### config.mk
export PLATFORM = sky130hd
export DESIGN_NAME = pipe_hazard_ctrl_flat
export DESIGN_NICKNAME = d
export VERILOG_FILES = /design/src/rtl/pipe_hazard_ctrl_if.sv /design/src/rtl/pipe_hazard_ctrl.sv /design/src/flat_wrapper.sv
export SDC_FILE = /design/constraint.sdc
export NUM_CORES = 1
export LEC_CHECK = 0
export BUFFER_PORTS_ARGS = -buffer_cell sky130_fd_sc_hd__buf_2
export CAP_MARGIN = 30
export CORE_MARGIN = 5
export CORE_UTILIZATION = 40
export CTS_CLUSTER_SIZE = 16
export DETAILED_ROUTE_END_ITERATION = 8
export GPL_ROUTABILITY_DRIVEN = 0
export PLACE_DENSITY = 0.76
export SLEW_MARGIN = 15
export SYNTH_ARGS = -nofsm -noshare
export SYNTH_HDL_FRONTEND = slang
export SYNTH_SLANG_ARGS = --single-unit
export TNS_END_PERCENT = 30
### constraint.sdc
create_clock -name clock -period 2.1 [get_ports clock]
set_input_delay 0.42 -clock clock [delete_from_list [all_inputs] [get_ports clock]]
set_output_delay 0.42 -clock clock [all_outputs]
set_load 0.01 [all_outputs]
### src/rtl/pipe_hazard_ctrl_if.sv
// Signal bundle between the pipeline stage registers and the hazard controller.
// The pipeline side uses the master modport; the controller uses the slave modport.
interface pipe_hazard_ctrl_if #(
    parameter int CNT_W = 32
);
    logic [6:0]       i_id_op;
    logic [4:0]       i_id_rs1;
    logic [4:0]       i_id_rs2;
    logic [6:0]       i_ex_op;
    logic [4:0]       i_ex_rd;
    logic [4:0]       i_ex_rs1;
    logic [4:0]       i_ex_rs2;
    logic             i_ex_jump_taken;
    logic [6:0]       i_mem_op;
    logic [4:0]       i_mem_rd;
    logic [4:0]       i_wb_rd;
    logic             i_wb_regwritecs;
    logic             i_bus_req;
    logic             i_bus_ack;

    logic             o_LW_block;
    logic             o_jump_risk_block;
    logic             o_jump_cs;
    logic             o_bus_block;
    logic             o_pc_hold;
    logic [1:0]       o_fwd_a;
    logic [1:0]       o_fwd_b;
    logic             o_bus_err;
    logic [CNT_W-1:0] o_stall_cnt;
    logic [CNT_W-1:0] o_flush_cnt;

    modport master (
        output i_id_op, i_id_rs1, i_id_rs2,
        output i_ex_op, i_ex_rd, i_ex_rs1, i_ex_rs2, i_ex_jump_taken,
        output i_mem_op, i_mem_rd,
        output i_wb_rd, i_wb_regwritecs,
        output i_bus_req, i_bus_ack,
        input  o_LW_block, o_jump_risk_block, o_jump_cs, o_bus_block, o_pc_hold,
        input  o_fwd_a, o_fwd_b, o_bus_err, o_stall_cnt, o_flush_cnt
    );

    modport slave (
        input  i_id_op, i_id_rs1, i_id_rs2,
        input  i_ex_op, i_ex_rd, i_ex_rs1, i_ex_rs2, i_ex_jump_taken,
        input  i_mem_op, i_mem_rd,
        input  i_wb_rd, i_wb_regwritecs,
        input  i_bus_req, i_bus_ack,
        output o_LW_block, o_jump_risk_block, o_jump_cs, o_bus_block, o_pc_hold,
        output o_fwd_a, o_fwd_b, o_bus_err, o_stall_cnt, o_flush_cnt
    );
endinterface

### src/rtl/pipe_hazard_ctrl.sv
// Hazard controller for the 5-stage RV32I pipeline: IF/ID bubbles and flushes,
// PC hold, EX operand forwarding, data-bus timeout and stall/flush counters.
module pipe_hazard_ctrl #(
    parameter int FLUSH_CYCLES = 2,
    parameter int BUS_TIMEOUT  = 255,
    parameter int CNT_W        = 32
) (
    input  logic              clock,
    input  logic              rst,
    pipe_hazard_ctrl_if.slave hz
);
    localparam logic [6:0] I_LOAD_OP  = 7'b0000011;
    localparam logic [6:0] S_STORE_OP = 7'b0100011;
    localparam logic [6:0] SB_JUMP_OP = 7'b1100011;
    localparam logic [6:0] JALR_OP    = 7'b1100111;

    localparam int              WAIT_W     = $clog2(BUS_TIMEOUT + 1);
    localparam logic [WAIT_W-1:0] WAIT_LIMIT = WAIT_W'(BUS_TIMEOUT);
    localparam logic [1:0]      FCNT_START = 2'(FLUSH_CYCLES - 1);

    typedef enum logic {
        RUN   = 1'b0,
        FLUSH = 1'b1
    } flush_state_t;

    flush_state_t      state;
    logic [1:0]        fcnt;
    logic [WAIT_W-1:0] wait_cnt;
    logic [CNT_W-1:0]  stall_cnt;
    logic [CNT_W-1:0]  flush_cnt;

    logic       ex_rd_hits_id;
    logic       load_use;
    logic       jump_risk;
    logic       jump_cs;
    logic       timed_out;
    logic       bus_block;
    logic       bus_err;
    logic       pc_hold;
    logic [1:0] fwd_a;
    logic [1:0] fwd_b;

    function automatic logic writes(input logic [6:0] op);
        return (op != 7'd0) && (op != S_STORE_OP) && (op != SB_JUMP_OP);
    endfunction

    // Loads are excluded from MEM forwarding: their data only exists from WB on.
    function automatic logic [1:0] fwd_sel(
        input logic [4:0] rs,
        input logic [6:0] mem_op,
        input logic [4:0] mem_rd,
        input logic       wb_we,
        input logic [4:0] wb_rd
    );
        if (writes(mem_op) && (mem_op != I_LOAD_OP) && (mem_rd != 5'd0) && (mem_rd == rs))
            return 2'b10;
        if (wb_we && (wb_rd != 5'd0) && (wb_rd == rs))
            return 2'b01;
        return 2'b00;
    endfunction

    always_comb begin
        ex_rd_hits_id = (hz.i_ex_rd == hz.i_id_rs1) || (hz.i_ex_rd == hz.i_id_rs2);
        jump_cs       = (state == FLUSH) || hz.i_ex_jump_taken;

        load_use = (hz.i_ex_op == I_LOAD_OP) && (hz.i_ex_rd != 5'd0) &&
                   (hz.i_id_op != 7'd0) && ex_rd_hits_id;

        jump_risk = ((hz.i_id_op == SB_JUMP_OP) || (hz.i_id_op == JALR_OP)) &&
                    writes(hz.i_ex_op) && (hz.i_ex_rd != 5'd0) && ex_rd_hits_id &&
                    !load_use;

        // The instruction sitting in IF/ID is being flushed, so its hazards are moot.
        if (jump_cs) begin
            load_use  = 1'b0;
            jump_risk = 1'b0;
        end

        timed_out = (wait_cnt >= WAIT_LIMIT);
        bus_block = hz.i_bus_req && !hz.i_bus_ack && !timed_out;
        bus_err   = hz.i_bus_req && !hz.i_bus_ack && timed_out;
        pc_hold   = load_use || jump_risk || bus_block;

        fwd_a = fwd_sel(hz.i_ex_rs1, hz.i_mem_op, hz.i_mem_rd, hz.i_wb_regwritecs, hz.i_wb_rd);
        fwd_b = fwd_sel(hz.i_ex_rs2, hz.i_mem_op, hz.i_mem_rd, hz.i_wb_regwritecs, hz.i_wb_rd);
    end

    // A bus stall freezes the whole pipe, so the flush sequence waits with it and
    // a taken jump held in EX is only counted once it is allowed to advance.
    always_ff @(posedge clock) begin
        if (rst) begin
            state     <= RUN;
            fcnt      <= 2'd0;
            wait_cnt  <= '0;
            stall_cnt <= '0;
            flush_cnt <= '0;
        end else begin
            if (!bus_block) begin
                case (state)
                    RUN: begin
                        if (hz.i_ex_jump_taken) begin
                            flush_cnt <= flush_cnt + CNT_W'(1);
                            if (FLUSH_CYCLES > 1) begin
                                state <= FLUSH;
                                fcnt  <= FCNT_START;
                            end
                        end
                    end
                    FLUSH: begin
                        fcnt <= fcnt - 2'd1;
                        if (fcnt == 2'd1)
                            state <= RUN;
                    end
                    default: state <= RUN;
                endcase
            end

            if (bus_block)
                wait_cnt <= wait_cnt + WAIT_W'(1);
            else
                wait_cnt <= '0;

            if (pc_hold)
                stall_cnt <= stall_cnt + CNT_W'(1);
        end
    end

    assign hz.o_LW_block        = !rst && load_use;
    assign hz.o_jump_risk_block = !rst && jump_risk;
    assign hz.o_jump_cs         = !rst && jump_cs;
    assign hz.o_bus_block       = !rst && bus_block;
    assign hz.o_pc_hold         = !rst && pc_hold;
    assign hz.o_bus_err         = !rst && bus_err;
    assign hz.o_fwd_a           = rst ? 2'b00 : fwd_a;
    assign hz.o_fwd_b           = rst ? 2'b00 : fwd_b;
    assign hz.o_stall_cnt       = rst ? '0 : stall_cnt;
    assign hz.o_flush_cnt       = rst ? '0 : flush_cnt;
endmodule

### src/flat_wrapper.sv
// flat-port wrapper written by rule: the top's interface ports become plain ports
module pipe_hazard_ctrl_flat 
#(
    parameter int FLUSH_CYCLES = 2,
    parameter int BUS_TIMEOUT  = 255,
    parameter int CNT_W        = 32
)
  (clock, rst, hz_i_id_op, hz_i_id_rs1, hz_i_id_rs2, hz_i_ex_op, hz_i_ex_rd, hz_i_ex_rs1, hz_i_ex_rs2, hz_i_ex_jump_taken, hz_i_mem_op, hz_i_mem_rd, hz_i_wb_rd, hz_i_wb_regwritecs, hz_i_bus_req, hz_i_bus_ack, hz_o_LW_block, hz_o_jump_risk_block, hz_o_jump_cs, hz_o_bus_block, hz_o_pc_hold, hz_o_fwd_a, hz_o_fwd_b, hz_o_bus_err, hz_o_stall_cnt, hz_o_flush_cnt);
  pipe_hazard_ctrl_if #(.CNT_W(CNT_W)) hz_i ();
  input  logic clock;
  input  logic rst;
  input wire logic [$bits(hz_i.i_id_op)-1:0] hz_i_id_op;
  input wire logic [$bits(hz_i.i_id_rs1)-1:0] hz_i_id_rs1;
  input wire logic [$bits(hz_i.i_id_rs2)-1:0] hz_i_id_rs2;
  input wire logic [$bits(hz_i.i_ex_op)-1:0] hz_i_ex_op;
  input wire logic [$bits(hz_i.i_ex_rd)-1:0] hz_i_ex_rd;
  input wire logic [$bits(hz_i.i_ex_rs1)-1:0] hz_i_ex_rs1;
  input wire logic [$bits(hz_i.i_ex_rs2)-1:0] hz_i_ex_rs2;
  input wire logic [$bits(hz_i.i_ex_jump_taken)-1:0] hz_i_ex_jump_taken;
  input wire logic [$bits(hz_i.i_mem_op)-1:0] hz_i_mem_op;
  input wire logic [$bits(hz_i.i_mem_rd)-1:0] hz_i_mem_rd;
  input wire logic [$bits(hz_i.i_wb_rd)-1:0] hz_i_wb_rd;
  input wire logic [$bits(hz_i.i_wb_regwritecs)-1:0] hz_i_wb_regwritecs;
  input wire logic [$bits(hz_i.i_bus_req)-1:0] hz_i_bus_req;
  input wire logic [$bits(hz_i.i_bus_ack)-1:0] hz_i_bus_ack;
  output wire logic [$bits(hz_i.o_LW_block)-1:0] hz_o_LW_block;
  output wire logic [$bits(hz_i.o_jump_risk_block)-1:0] hz_o_jump_risk_block;
  output wire logic [$bits(hz_i.o_jump_cs)-1:0] hz_o_jump_cs;
  output wire logic [$bits(hz_i.o_bus_block)-1:0] hz_o_bus_block;
  output wire logic [$bits(hz_i.o_pc_hold)-1:0] hz_o_pc_hold;
  output wire logic [$bits(hz_i.o_fwd_a)-1:0] hz_o_fwd_a;
  output wire logic [$bits(hz_i.o_fwd_b)-1:0] hz_o_fwd_b;
  output wire logic [$bits(hz_i.o_bus_err)-1:0] hz_o_bus_err;
  output wire logic [$bits(hz_i.o_stall_cnt)-1:0] hz_o_stall_cnt;
  output wire logic [$bits(hz_i.o_flush_cnt)-1:0] hz_o_flush_cnt;
  assign hz_i.i_id_op = hz_i_id_op;
  assign hz_i.i_id_rs1 = hz_i_id_rs1;
  assign hz_i.i_id_rs2 = hz_i_id_rs2;
  assign hz_i.i_ex_op = hz_i_ex_op;
  assign hz_i.i_ex_rd = hz_i_ex_rd;
  assign hz_i.i_ex_rs1 = hz_i_ex_rs1;
  assign hz_i.i_ex_rs2 = hz_i_ex_rs2;
  assign hz_i.i_ex_jump_taken = hz_i_ex_jump_taken;
  assign hz_i.i_mem_op = hz_i_mem_op;
  assign hz_i.i_mem_rd = hz_i_mem_rd;
  assign hz_i.i_wb_rd = hz_i_wb_rd;
  assign hz_i.i_wb_regwritecs = hz_i_wb_regwritecs;
  assign hz_i.i_bus_req = hz_i_bus_req;
  assign hz_i.i_bus_ack = hz_i_bus_ack;
  assign hz_o_LW_block = hz_i.o_LW_block;
  assign hz_o_jump_risk_block = hz_i.o_jump_risk_block;
  assign hz_o_jump_cs = hz_i.o_jump_cs;
  assign hz_o_bus_block = hz_i.o_bus_block;
  assign hz_o_pc_hold = hz_i.o_pc_hold;
  assign hz_o_fwd_a = hz_i.o_fwd_a;
  assign hz_o_fwd_b = hz_i.o_fwd_b;
  assign hz_o_bus_err = hz_i.o_bus_err;
  assign hz_o_stall_cnt = hz_i.o_stall_cnt;
  assign hz_o_flush_cnt = hz_i.o_flush_cnt;
  pipe_hazard_ctrl #(.FLUSH_CYCLES(FLUSH_CYCLES), .BUS_TIMEOUT(BUS_TIMEOUT), .CNT_W(CNT_W)) u_core (.clock(clock), .rst(rst), .hz(hz_i));
endmodule
Word level (Yosys, flattened, before mapping)
Index checks and enable logic that the tools add are counted.
Widths: inputs -> output; s select.
{"block": "totals", "ff_bits": 75}
{"block": "op_classes", "n_addsub": 4, "magnitude_cmp": 1, "eq_ne": 16, "n_mux": 25, "bitwise": 2, "n_reduce_logical": 45}
{"operator": "$add 32x1->32 const B", "count": 2}
{"operator": "$mux 32", "count": 2}
{"operator": "$eq 5x5->1", "count": 6}
{"operator": "$logic_and 1x1->1", "count": 27}
{"operator": "$mux 2", "count": 11}
{"operator": "$reduce_bool 7->1", "count": 3}
{"operator": "$reduce_bool 5->1", "count": 3}
{"operator": "$eq 7x7->1 const B", "count": 2}
{"operator": "$ne 7x6->1 const B", "count": 2}
{"operator": "$ne 7x7->1 const B", "count": 2}
{"operator": "$mux 1", "count": 10}
{"operator": "$add 8x1->8 const B", "count": 1}
{"operator": "$ge 8x8->1 const B", "count": 1}
{"operator": "$eq 7x2->1 const B", "count": 1}
{"operator": "$ne 7x2->1 const B", "count": 1}
{"operator": "$logic_or 1x1->1", "count": 5}
{"operator": "$logic_not 1->1", "count": 4}
{"operator": "$pmux 2 s2", "count": 1}
{"operator": "$reduce_and 3->1", "count": 1}
{"operator": "$eq 2x1->1 const B", "count": 1}
{"operator": "$ne 2x2->1 const B", "count": 1}
{"operator": "$not 1->1", "count": 2}
{"operator": "$pmux 1 s2", "count": 1}
{"operator": "$reduce_and 2->1", "count": 1}
{"operator": "2 further kinds", "count": 2}

Depth between registers and ports, before layout
Gate-level depths: netlist of run 1.
{"block": "depth", "depth_word": 11, "mapped_depth": 9, "mapped_depth_nobuf": 8}

Worst setup path after synthesis of run 1
OpenSTA, ideal clock, no wires.
{"block": "synth_timing", "path_type": "reg-to-output", "from": "register u_core.wait_cnt[0]", "to": "output port hz_o_pc_hold", "arrival_ns": 1.801, "slack_ns": -0.121, "stages_incl_launch_ff": 8, "path_cell_list": "dfxtp_1 > ha_1 > and3_1 > buf_2 > a311oi_4 > nor2_2 > buf_2 > nor2_1"}
{"block": "synth_between", "elab_chain_cells": 5}
{"item": "from (decl)", "line": "pipe_hazard_ctrl.sv:28", "text": "logic [WAIT_W-1:0] wait_cnt;"}
{"item": "from (signal assigned)", "line": "pipe_hazard_ctrl.sv:119", "text": "wait_cnt <= wait_cnt + WAIT_W'(1);"}
{"item": "$ge 8x8->1", "line": "pipe_hazard_ctrl.sv:79", "text": "timed_out = (wait_cnt >= WAIT_LIMIT);"}
{"item": "$logic_not 1->1", "line": "pipe_hazard_ctrl.sv:80", "text": "bus_block = hz.i_bus_req && !hz.i_bus_ack && !timed_out;"}
{"item": "$logic_and 1x1->1", "line": "pipe_hazard_ctrl.sv:80"}
{"item": "$logic_or 1x1->1", "line": "pipe_hazard_ctrl.sv:82", "text": "pc_hold = load_use || jump_risk || bus_block;"}
{"item": "$logic_and 1x1->1", "line": "pipe_hazard_ctrl.sv:132", "text": "assign hz.o_pc_hold = !rst && pc_hold;"}
{"item": "to (decl)", "line": "flat_wrapper.sv:30", "text": "output wire logic [$bits(hz_i.o_pc_hold)-1:0] hz_o_pc_hold;"}
No other way between the ends.

Final worst setup path of run 1
{"block": "layout_timing", "from": "input port hz_i_ex_rd[1]", "to": "output port hz_o_pc_hold"}
{"block": "layout_between", "elab_chain_cells": 10}
{"item": "from (decl)", "line": "flat_wrapper.sv:16", "text": "input wire logic [$bits(hz_i.i_ex_rd)-1:0] hz_i_ex_rd;"}
{"item": "$reduce_bool 5->1", "line": "pipe_hazard_ctrl.sv:66, pipe_hazard_ctrl.sv:70"}
{"item": "$logic_and 1x1->1 (2 in a row)", "line": "pipe_hazard_ctrl.sv:66", "text": "load_use = (hz.i_ex_op == I_LOAD_OP) && (hz.i_ex_rd != 5'd0) &&"}
{"item": "$logic_and 1x1->1", "line": "pipe_hazard_ctrl.sv:67", "text": "(hz.i_id_op != 7'd0) && ex_rd_hits_id;"}
{"item": "$logic_not 1->1", "line": "pipe_hazard_ctrl.sv:71", "text": "!load_use;"}
{"item": "$logic_and 1x1->1", "line": "pipe_hazard_ctrl.sv:70", "text": "writes(hz.i_ex_op) && (hz.i_ex_rd != 5'd0) && ex_rd_hits_id &&"}
{"item": "$mux 1", "line": "pipe_hazard_ctrl.sv:74", "text": "if (jump_cs) begin"}
{"item": "$logic_or 1x1->1 * (2 in a row)", "line": "pipe_hazard_ctrl.sv:82"}
{"item": "$logic_and 1x1->1 *", "line": "pipe_hazard_ctrl.sv:132"}
Mark *: on every way between the ends. The rest lies on a longest branch, timed or not.

==> qor.yml, run 1 <==
slew_viol_final: 0
slowest_stage: "or4_4"
cts_root_buffer: "clkbuf_8"
drc: 0
grt_usage_pct: 17.7
dp_hpwl_um: 8600
firstDrtPassIters: 4
max_slew.worst_pin.slew_ns: 0.455
clock_sinks: 75
antenna_cells: 0
worst_slack_ns: -0.129
ir_drop_uv: 208
period_share_pct: 106
hold_start: "u_core.wait_cnt[0]$_SDFF_PN0_"
antenna_left: 0
crit_type: "input pin to output pin"
syn_to_final_growth_pct: 37.3
routed_wl_um: 11600
cts_buffer_depth: 2
pin_count: 136
die-area_mm2: 0.0130
drt_iter0_markers: 210
netlist_instances: 535
cts_hold_buffers: 0
clk_latency_ns: 0.34
whs_ns: 0.434
core_mm2: 0.0107
yosysUniqueCellTypes: 43
path_clk_slew_ns: 0.07
antenna_found_initial: 0
routed-via-count: 4336
setup_viol: 12
violations: "setup timing"
grt_start_max_net_pins: 82
yosys_warnings: 0
end_kind: "output pin"
holdCritPathClass: "flop to flop"
fin_skew_ns: 0.00696
layout_common_cells: "buf_2 (130), nor2_1 (73), dfxtp_1 (73)"
cts_tree: "built"
postPlaceCellArea_mm2: 0.00545
fmax_ghz: 0.449
worstHoldPathCells: 1
port_buffers: 135
initial_core_util_pct: 40.3
syn_avg_cell_area_um2: 8.10
hold-path-endpoint: "u_core.wait_cnt[0]$_SDFF_PN0_"
fin_setup_tns_ns: -0.517
htree_levels: 3
finalHoldViolations: 0
final_nets: 779
rsz0062_at_grt: "true"
grt_pass1_vias: 4285
reg2regPathDepth: 8
power_mw: 2.78
netlist_area_mm2: 0.00433
grt_pass1_wl_um: 19100
maxSlewHeadroom_pct: 69.7
startpoint: "hz_i_ex_rd[1]"
rr_startpoint: "u_core.wait_cnt[0]$_SDFF_PN0_"
start_kind: "input pin"
drive_above_1_share_pct: 33.8
synth_seq_cells: 75
layout_commonest_cell: "buf_2"
p_per_area_mw_per_mm2: 466
gr-total-overflow: 0
row_count: 38
fp.dieW_um: 114
cp.arrival_ns: 1.81
viasPerCell: 5.05
die-height_um: 114
r2r_end: "u_core.stall_cnt[20]$_SDFFE_PP0P_"
cp_max_fo: 3
critPathMaxStageDelay_ns: 0.54
status: "finished, violations left"
p_leak_nw: 2.53
worst_ep_required_time_ns: 1.68
final_cell_area_mm2: 0.00595
drv_cap: 0
seq_area_frac_synth_pct: 34.7
path_common_cell: "nor2_4"
period_needed_ns: 2.23
wl_per_cell_um: 13.5
numCtsBuffers: 9
r2r_slack_ns: -0.07
critical_path.cell_chain: "buf_6, or4_4, nor2_4, nand4b_1, a21boi_4, nor2_4, nor2_4, buf_6"
syn_nets: 601
[per-stage QoR]
stage / setup WS, ns / util [%] / cells
6_report: -0.129 / 55.4 / 858
2_1_floorplan: -0.0115 / - / 535
3_5_place_dp: -0.336 / 50.7 / 827
3_3_place_gp: -0.281 / 50.7 / 827
4_1_cts: -0.178 / 53.3 / 848
5_1_grt: -0.182 / 55.4 / 858
[flip-flops by register name, summed over array words and instances, names as in the netlist]
name,cells
u_core.fcnt,2
u_core.flush_cnt,32
u_core.stall_cnt,32
u_core.state,1
u_core.wait_cnt,8
[cell type report]
| class | instances | area, um^2 |
|---|---|---|
| clock buffers | 14 | 163 |
| clock inverters | 2 | 10.0 |
| fillers | 1007 | 4790 |
| inverters | 8 | 30.0 |
| multi-input cells | 429 | 2880 |
| flip-flops and latches | 75 | 1500 |
| well taps | 140 | 175 |
| repair buffers | 190 | 1190 |
[worst max path at each step]
stage | to
global placement | hz_o_pc_hold
CTS | hz_o_pc_hold
detailed placement | hz_o_pc_hold
finish | hz_o_pc_hold
floorplan | u_core.stall_cnt[11]$_SDFFE_PP0P_
global route | hz_o_bus_block
[repair_timing]
| action | 4_1_cts | 5_1_grt |
|---|---|---|
| buffers inserted | 6 | 12 |
| pin swaps | 9 | 29 |
| resized for setup | 18 | 34 |
| endpoints found under the setup margin | 7 | 39 |
[worst max-delay path, delay by kind of cell]
kind	cells	cell delay, ns
buffers and inverters	2	0.21
AND/OR/NAND/NOR	5	1.07
AO/OA/AOI/OAI	1	0.10
[cells in the mapped netlist, drive strengths merged]
library cell / number / area share [%]
nor2: 80 / 7.0
dfxtp: 75 / 35
nor2b: 62 / 9.0
xor2: 52 / 11
xnor2: 29 / 5.9
nand2: 28 / 2.4
nand3: 28 / 3.2
o21ai: 22 / 2.6
clkbuf: 18 / 1.6
and3: 14 / 2.0
a21oi: 12 / 1.4
nand4: 12 / 1.7
or4: 11 / 1.9
nor3: 10 / 1.5
o2111ai: 9 / 1.8
and2: 8 / 1.2
and4: 8 / 1.6
inv: 8 / 0.69
or3: 8 / 1.2
o211ai: 7 / 1.2
nor4: 6 / 0.87
buf: 5 / 0.64
ha: 4 / 1.2
nand2b: 3 / 0.43
a311oi: 2 / 0.81
mux2i: 2 / 0.46
nand3b: 2 / 0.35
nand4b: 2 / 0.40
nor3b: 2 / 0.61
a21boi: 1 / 0.17
a31oi: 1 / 0.14
and4b: 1 / 0.23
mux2: 1 / 0.26
nor4bb: 1 / 0.23
o22ai: 1 / 0.14
[kinds of logic (layout without fill, tap and decap cells)]
group / Yosys count / after routing / synth area share [%]
adder cells (fa/ha/maj): 4 / 4 / 1.16
AO/OA/AOI/OAI: 55 / 55 / 8.32
multiplexers: 3 / 3 / 0.722
AND/OR/NAND/NOR: 286 / 286 / 35.9
buffers and inverters: 31 / 214 / 2.89
flip-flops: 75 / 75 / 34.7
XOR/XNOR: 81 / 81 / 16.4
[report_power, final]
part | total, mW | internal, mW | switching [mW]
clock network | 0.994 | 0.492 | 0.502
logic | 0.332 | 0.164 | 0.168
registers | 1.45 | 1.43 | 0.0153
[per-layer routing]
metal	vias up	GRT usage (%)	routed length (um)
met3	15	4.65	802
met5	-	0	0
li1	2191	-	-
met1	2006	20.8	4890
met4	0	6.81	183
met2	124	30.8	5680
Note: power is estimated with default switching activity, not from simulation.
==> run 2: changes to the inputs <==
- ABC_CLOCK_PERIOD_IN_PS: not set -> 2350
- PLACE_DENSITY: 0.76 -> 0.73
- clock period: 2.1 -> 2.35 ns (I/O delays scaled with it)
==> run 2 against run 1 <==
Effect of this change: the run now ends clean; register-to-register slack better by 0.21 ns; power is 14% lower; flip-flop and latch count is the same; setup slack improved by 0.16 ns; clock power shrank 15%; die area unchanged; worst hold slack gained 0.011 ns; sequential share of layout area grew 2.1 points; combinational power fell by 22%; global-route usage decreased by 1.2 points; critical path type unchanged.
==> qor.yml, run 2 (same netlist as run 1, synthesis figures left out) <==
status: "finished clean"
holdCritPathClass: "flop to flop"
multi_input_area_mm2: 0.00274
routed_wl_um: 10800
power_frac_comb_pct: 10.8
end_kind: "output pin"
max_slew.worst_pin.slew_ns: 0.490
p_leak_nw: 2.36
antenna_left: 0
power_mw: 2.39
viasPerCell: 5.12
worst_slack_ns: 0.0279
final_cells: 825
antenna_cells: 0
grt_pass1_vias: 4005
layout_common_cells: "buf_2 (134), nor2_1 (77), dfxtp_1 (75)"
drv_cap: 0
clk_latency_ns: 0.34
period_share_pct: 98.8
syn_to_final_growth_pct: 26.6
internal-power_mw: 1.82
pin_count: 136
htree_levels: 3
ir_drop_uv: 216
row_count: 38
seq_area_mm2: 0.00150
layout_commonest_cell: "buf_2"
setup_viol: 0
drt_iter0_markers: 219
largestRegisters: "u_core.flush_cnt: 32 flops, u_core.stall_cnt: 32 flops, u_core.wait_cnt: 8 flops"
grt_start_max_net_pins: 78
numCtsBuffers: 9
routed-via-count: 4228
maxSlewHeadroom_pct: 67.4
cts_root_buffer: "clkbuf_8"
clock_sinks: 75
cts_setup_buffers: 0
postPlaceCellArea_mm2: 0.00530
final_nets: 750
slowest_stage: "or4_1"
path_common_cell: "buf_2"
fillers: 1043
die-area_mm2: 0.0130
grt_usage_pct: 16.6
cts_buffer_depth: 2
fin_skew_ns: 0.00872
clockPowerShare_pct: 35.1
fp.dieW_um: 114
rsz0062_at_grt: "true"
worst_ep_required_time_ns: 1.88
final_cell_area_mm2: 0.00549
fmax_ghz: 0.431
crit_type: "input pin to output pin"
p_per_area_mw_per_mm2: 436
start_kind: "input pin"
antenna_found_initial: 0
slew_viol_final: 0
drive_above_1_share_pct: 27.0
dp_hpwl_um: 8340
firstDrtPassIters: 4
swShare_pct: 24.0
dp_cells: 813
path_clk_slew_ns: 0.06
cp_max_fo: 4
period_needed_ns: 2.32
pwr-share-seq_pct: 54.1
drc: 0
pre_cts_ws_ns: -0.119
port_buffers: 135
cp.arrival_ns: 1.85
cts_hold_buffers: 0
critical_path.cell_chain: "buf_2, or4_1, nor2_2, nand4b_1, a21boi_2, nor2_4, nor2_1, buf_2"
p_switching_uw: 573
die-height_um: 114
cts_tree: "built"
finalHoldViolations: 0
wl_per_cell_um: 13.1
core_mm2: 0.0107
fin_setup_tns_ns: 0
initial_core_util_pct: 40.3
gr-total-overflow: 0
grt_pass1_wl_um: 18000
critPathMaxStageDelay_ns: 0.53
[run 2: cell types whose count changed in the layout (fill, tap and decap cells not counted), sizes merged]
cell	delta
clkbuf	-2
buf	-29
clkinv	-2
[run 2: power by group through the flow]
| stage | registers (mW) | clock network, mW | logic, mW |
|---|---|---|---|
| final | 1.29 | 0.840 | 0.258 |
| after global routing | 1.30 | 0.940 | 0.288 |
| after CTS | 1.29 | 0.881 | 0.260 |
| after detailed placement | 1.32 | 0 | 0.259 |
| after global placement | 1.32 | 0 | 0.248 |
| after floorplan | 1.32 | 0 | 0.135 |
[run 2: final timing paths]
kind | from | end | slack [ns] | cells past startpoint
setup / recovery | hz_i_ex_rd[1] | hz_o_pc_hold | 0.03 | 8
hold / removal | u_core.wait_cnt[0]$_SDFF_PN0_ | u_core.wait_cnt[0]$_SDFF_PN0_ | 0.45 | 1
setup reg to reg | u_core.wait_cnt[0]$_SDFF_PN0_ | u_core.stall_cnt[12]$_SDFFE_PP0P_ | 0.14 | 7
hold reg to reg | u_core.wait_cnt[0]$_SDFF_PN0_ | u_core.wait_cnt[0]$_SDFF_PN0_ | 0.45 | 1
[run 2: repair_timing]
action / in CTS / in global routing
endpoints found under the setup margin: 1 / 6
gates resized for setup: 3 / 4
pin swaps: 2 / 1
[run 2: final cells by class]
cell class,instances,share of cell area (%)
tap,140,3.19
inverter,8,0.547
clock buffer,12,2.83
timing repair buffer,161,16.1
multi-input combinational,429,49.9
sequential,75,27.4
[run 2: routing by layer]
layer,routed length [um],global-route usage [%],vias up
li1,-,-,2137
met1,4710,21.1,1947
met2,5090,27.1,129
met3,796,3.81,15
met4,208,6.65,0
met5,0,0,-
[run 2: per-stage QoR]
| step | util, % | hold WS [ns] |
|---|---|---|
| 2_1_floorplan | - | 0.413 |
| 3_3_place_gp | 49.3 | 0.423 |
| 3_5_place_dp | 49.3 | 0.433 |
| 4_1_cts | 50.9 | 0.443 |
| 5_1_grt | 51.0 | 0.467 |
| 6_report | 51.0 | 0.445 |
[run 2: worst max-delay path: cells and delay by family]
family | cells | cell delay [ns]
and+or+nand+nor | 5 | 1.00
buffers and inverters | 2 | 0.27
AOI/OAI and AO/OA | 1 | 0.12
==> run 3: changes to the inputs <==
- SETUP_SLACK_MARGIN: not set -> 0.05
==> run 3 against run 2 <==
Effect of this change: sequential share of layout area decreased by 0.32 points; worst hold slack improved by 0.00095 ns; flip-flop and latch count unchanged; first-iteration DRC count rose by 2.7%; register-to-register slack better by 0.02 ns; cell area rose by 1.3%; clock power is essentially flat; cell count up 0.24%; critical path depth unchanged; maximum frequency rose by 1.1%; power is 0.31% higher; count of clock-buffer cells in the layout stayed put; critical endpoint unchanged; largest power group unchanged.
==> qor.yml, run 3 (same netlist as run 1, synthesis figures left out) <==
port_buffers: 135
holdCritPathClass: "flop to flop"
antenna_cells: 0
grt_pass1_vias: 4046
pin_count: 136
antenna_found_initial: 0
wl_per_cell_um: 13.2
gr-total-overflow: 0
start_kind: "input pin"
fin_setup_tns_ns: 0
cp_max_fo: 4
drv_cap: 0
hold_start: "u_core.wait_cnt[0]$_SDFF_PN0_"
layout_common_cells: "buf_2 (132), nor2_1 (77), dfxtp_1 (74)"
status: "finished clean"
internal-power_mw: 1.82
firstDrtPassIters: 4
clk_latency_ns: 0.34
fin_skew_ns: 0.00856
p_per_area_mw_per_mm2: 432
die-area_mm2: 0.0130
max_slew.worst_pin.slew_ns: 0.492
routed-via-count: 4240
viasPerCell: 5.13
numCtsBuffers: 9
clockPowerShare_pct: 35.0
cts_buffer_depth: 2
pwr-share-seq_pct: 53.9
post-route-util_pct: 51.7
fmax_ghz: 0.436
wl_met3_um: 778
fp.dieW_um: 114
htree_levels: 3
rr_startpoint: "u_core.wait_cnt[0]$_SDFF_PN0_"
dp_hpwl_um: 8340
slew_viol_final: 0
swShare_pct: 24.0
ir_drop_uv: 213
worst_ep_required_time_ns: 1.88
setup_viol: 0
crit_type: "input pin to output pin"
power_frac_comb_pct: 11.1
wl_met2_um: 5150
routed_wl_um: 10900
routed.top_layer: "met4"
drive_above_1_share_pct: 28.1
p_switching_uw: 576
cp.arrival_ns: 1.83
seq_area_mm2: 0.00150
core_mm2: 0.0107
antenna_left: 0
syn_to_final_growth_pct: 28.2
grt_usage_pct: 16.7
m1WireLength_um: 4770
drc: 0
final_nets: 752
initial_core_util_pct: 40.3
grt_start_max_net_pins: 78
rsz0062_at_grt: "true"
die-height_um: 114
row_count: 38
grt_pass1_wl_um: 18200
drt_iter0_markers: 225
layout_commonest_cell: "buf_2"
end_kind: "output pin"
p_leak_nw: 2.37
path_clk_slew_ns: 0.06
finalHoldViolations: 0
postPlaceCellArea_mm2: 0.00530
largestRegisters: "u_core.flush_cnt: 32 flops, u_core.stall_cnt: 32 flops, u_core.wait_cnt: 8 flops"
period_needed_ns: 2.30
startpoint: "hz_i_ex_rd[4]"
fillers: 1036
multi_input_area_mm2: 0.00278
final_cell_area_mm2: 0.00556
period_share_pct: 97.7
cts_root_buffer: "clkbuf_8"
cts_tree: "built"
clock_sinks: 75
maxSlewHeadroom_pct: 67.2
[run 3: worst max-delay path, cell delays in order]
cell and delay, ns:
buf_6 0.09, or4_1 0.53, nor2_2 0.10, nand4b_1 0.17
a21boi_2 0.11, nor2_4 0.15, nor2_1 0.06, buf_2 0.15
[run 3: through the flow]
stage,cells,total power [mW],hold slack (ns),setup WS [ns]
2_1_floorplan,535,1.46,0.413,0.0795
3_3_place_gp,813,1.57,0.423,-0.0494
5_1_grt,827,2.53,0.461,-0.0174
3_5_place_dp,813,1.58,0.433,-0.119
4_1_cts,827,2.44,0.449,0.0390
6_report,827,2.40,0.446,0.0539
[run 3: path summary, 6_finish.rpt]
kind,slack [ns],end,cells after the start
worst max-delay path,0.05,hz_o_pc_hold,8
worst min-delay path,0.45,u_core.wait_cnt[0]$_SDFF_PN0_,1
worst max register to register,0.16,u_core.stall_cnt[12]$_SDFFE_PP0P_,7
worst min register to register,0.45,u_core.wait_cnt[0]$_SDFF_PN0_,1
[run 3: final cells by class]
cell class,count,share of cell area (%)
multi-input combinational,429,50.0
clock buffer,12,2.79
tap,140,3.15
sequential,75,27.0
timing repair buffer,163,16.5
inverter,8,0.541
[run 3: power groups by stage]
stage | registers (mW) | logic, mW | clock network, mW
after detailed placement | 1.32 | 0.259 | 0
after CTS | 1.29 | 0.264 | 0.881
after floorplan | 1.32 | 0.135 | 0
after global routing | 1.30 | 0.295 | 0.940
after global placement | 1.32 | 0.248 | 0
final | 1.29 | 0.266 | 0.840
[run 3: timing repair]
| item | 4_1_cts | 5_1_grt |
|---|---|---|
| resized for setup | 8 | 12 |
| hold buffers | 0 | 0 |
| setup buffers | 2 | 0 |
| gates cloned | 0 | 0 |
| setup endpoints to repair | 3 | 13 |
| pin swaps | 6 | 2 |
[run 3: layer usage]
layer	up-vias	track usage, %
met5	-	0
met4	0	6.65
met3	15	3.81
met2	126	27.6
met1	1957	21.2
li1	2142	-
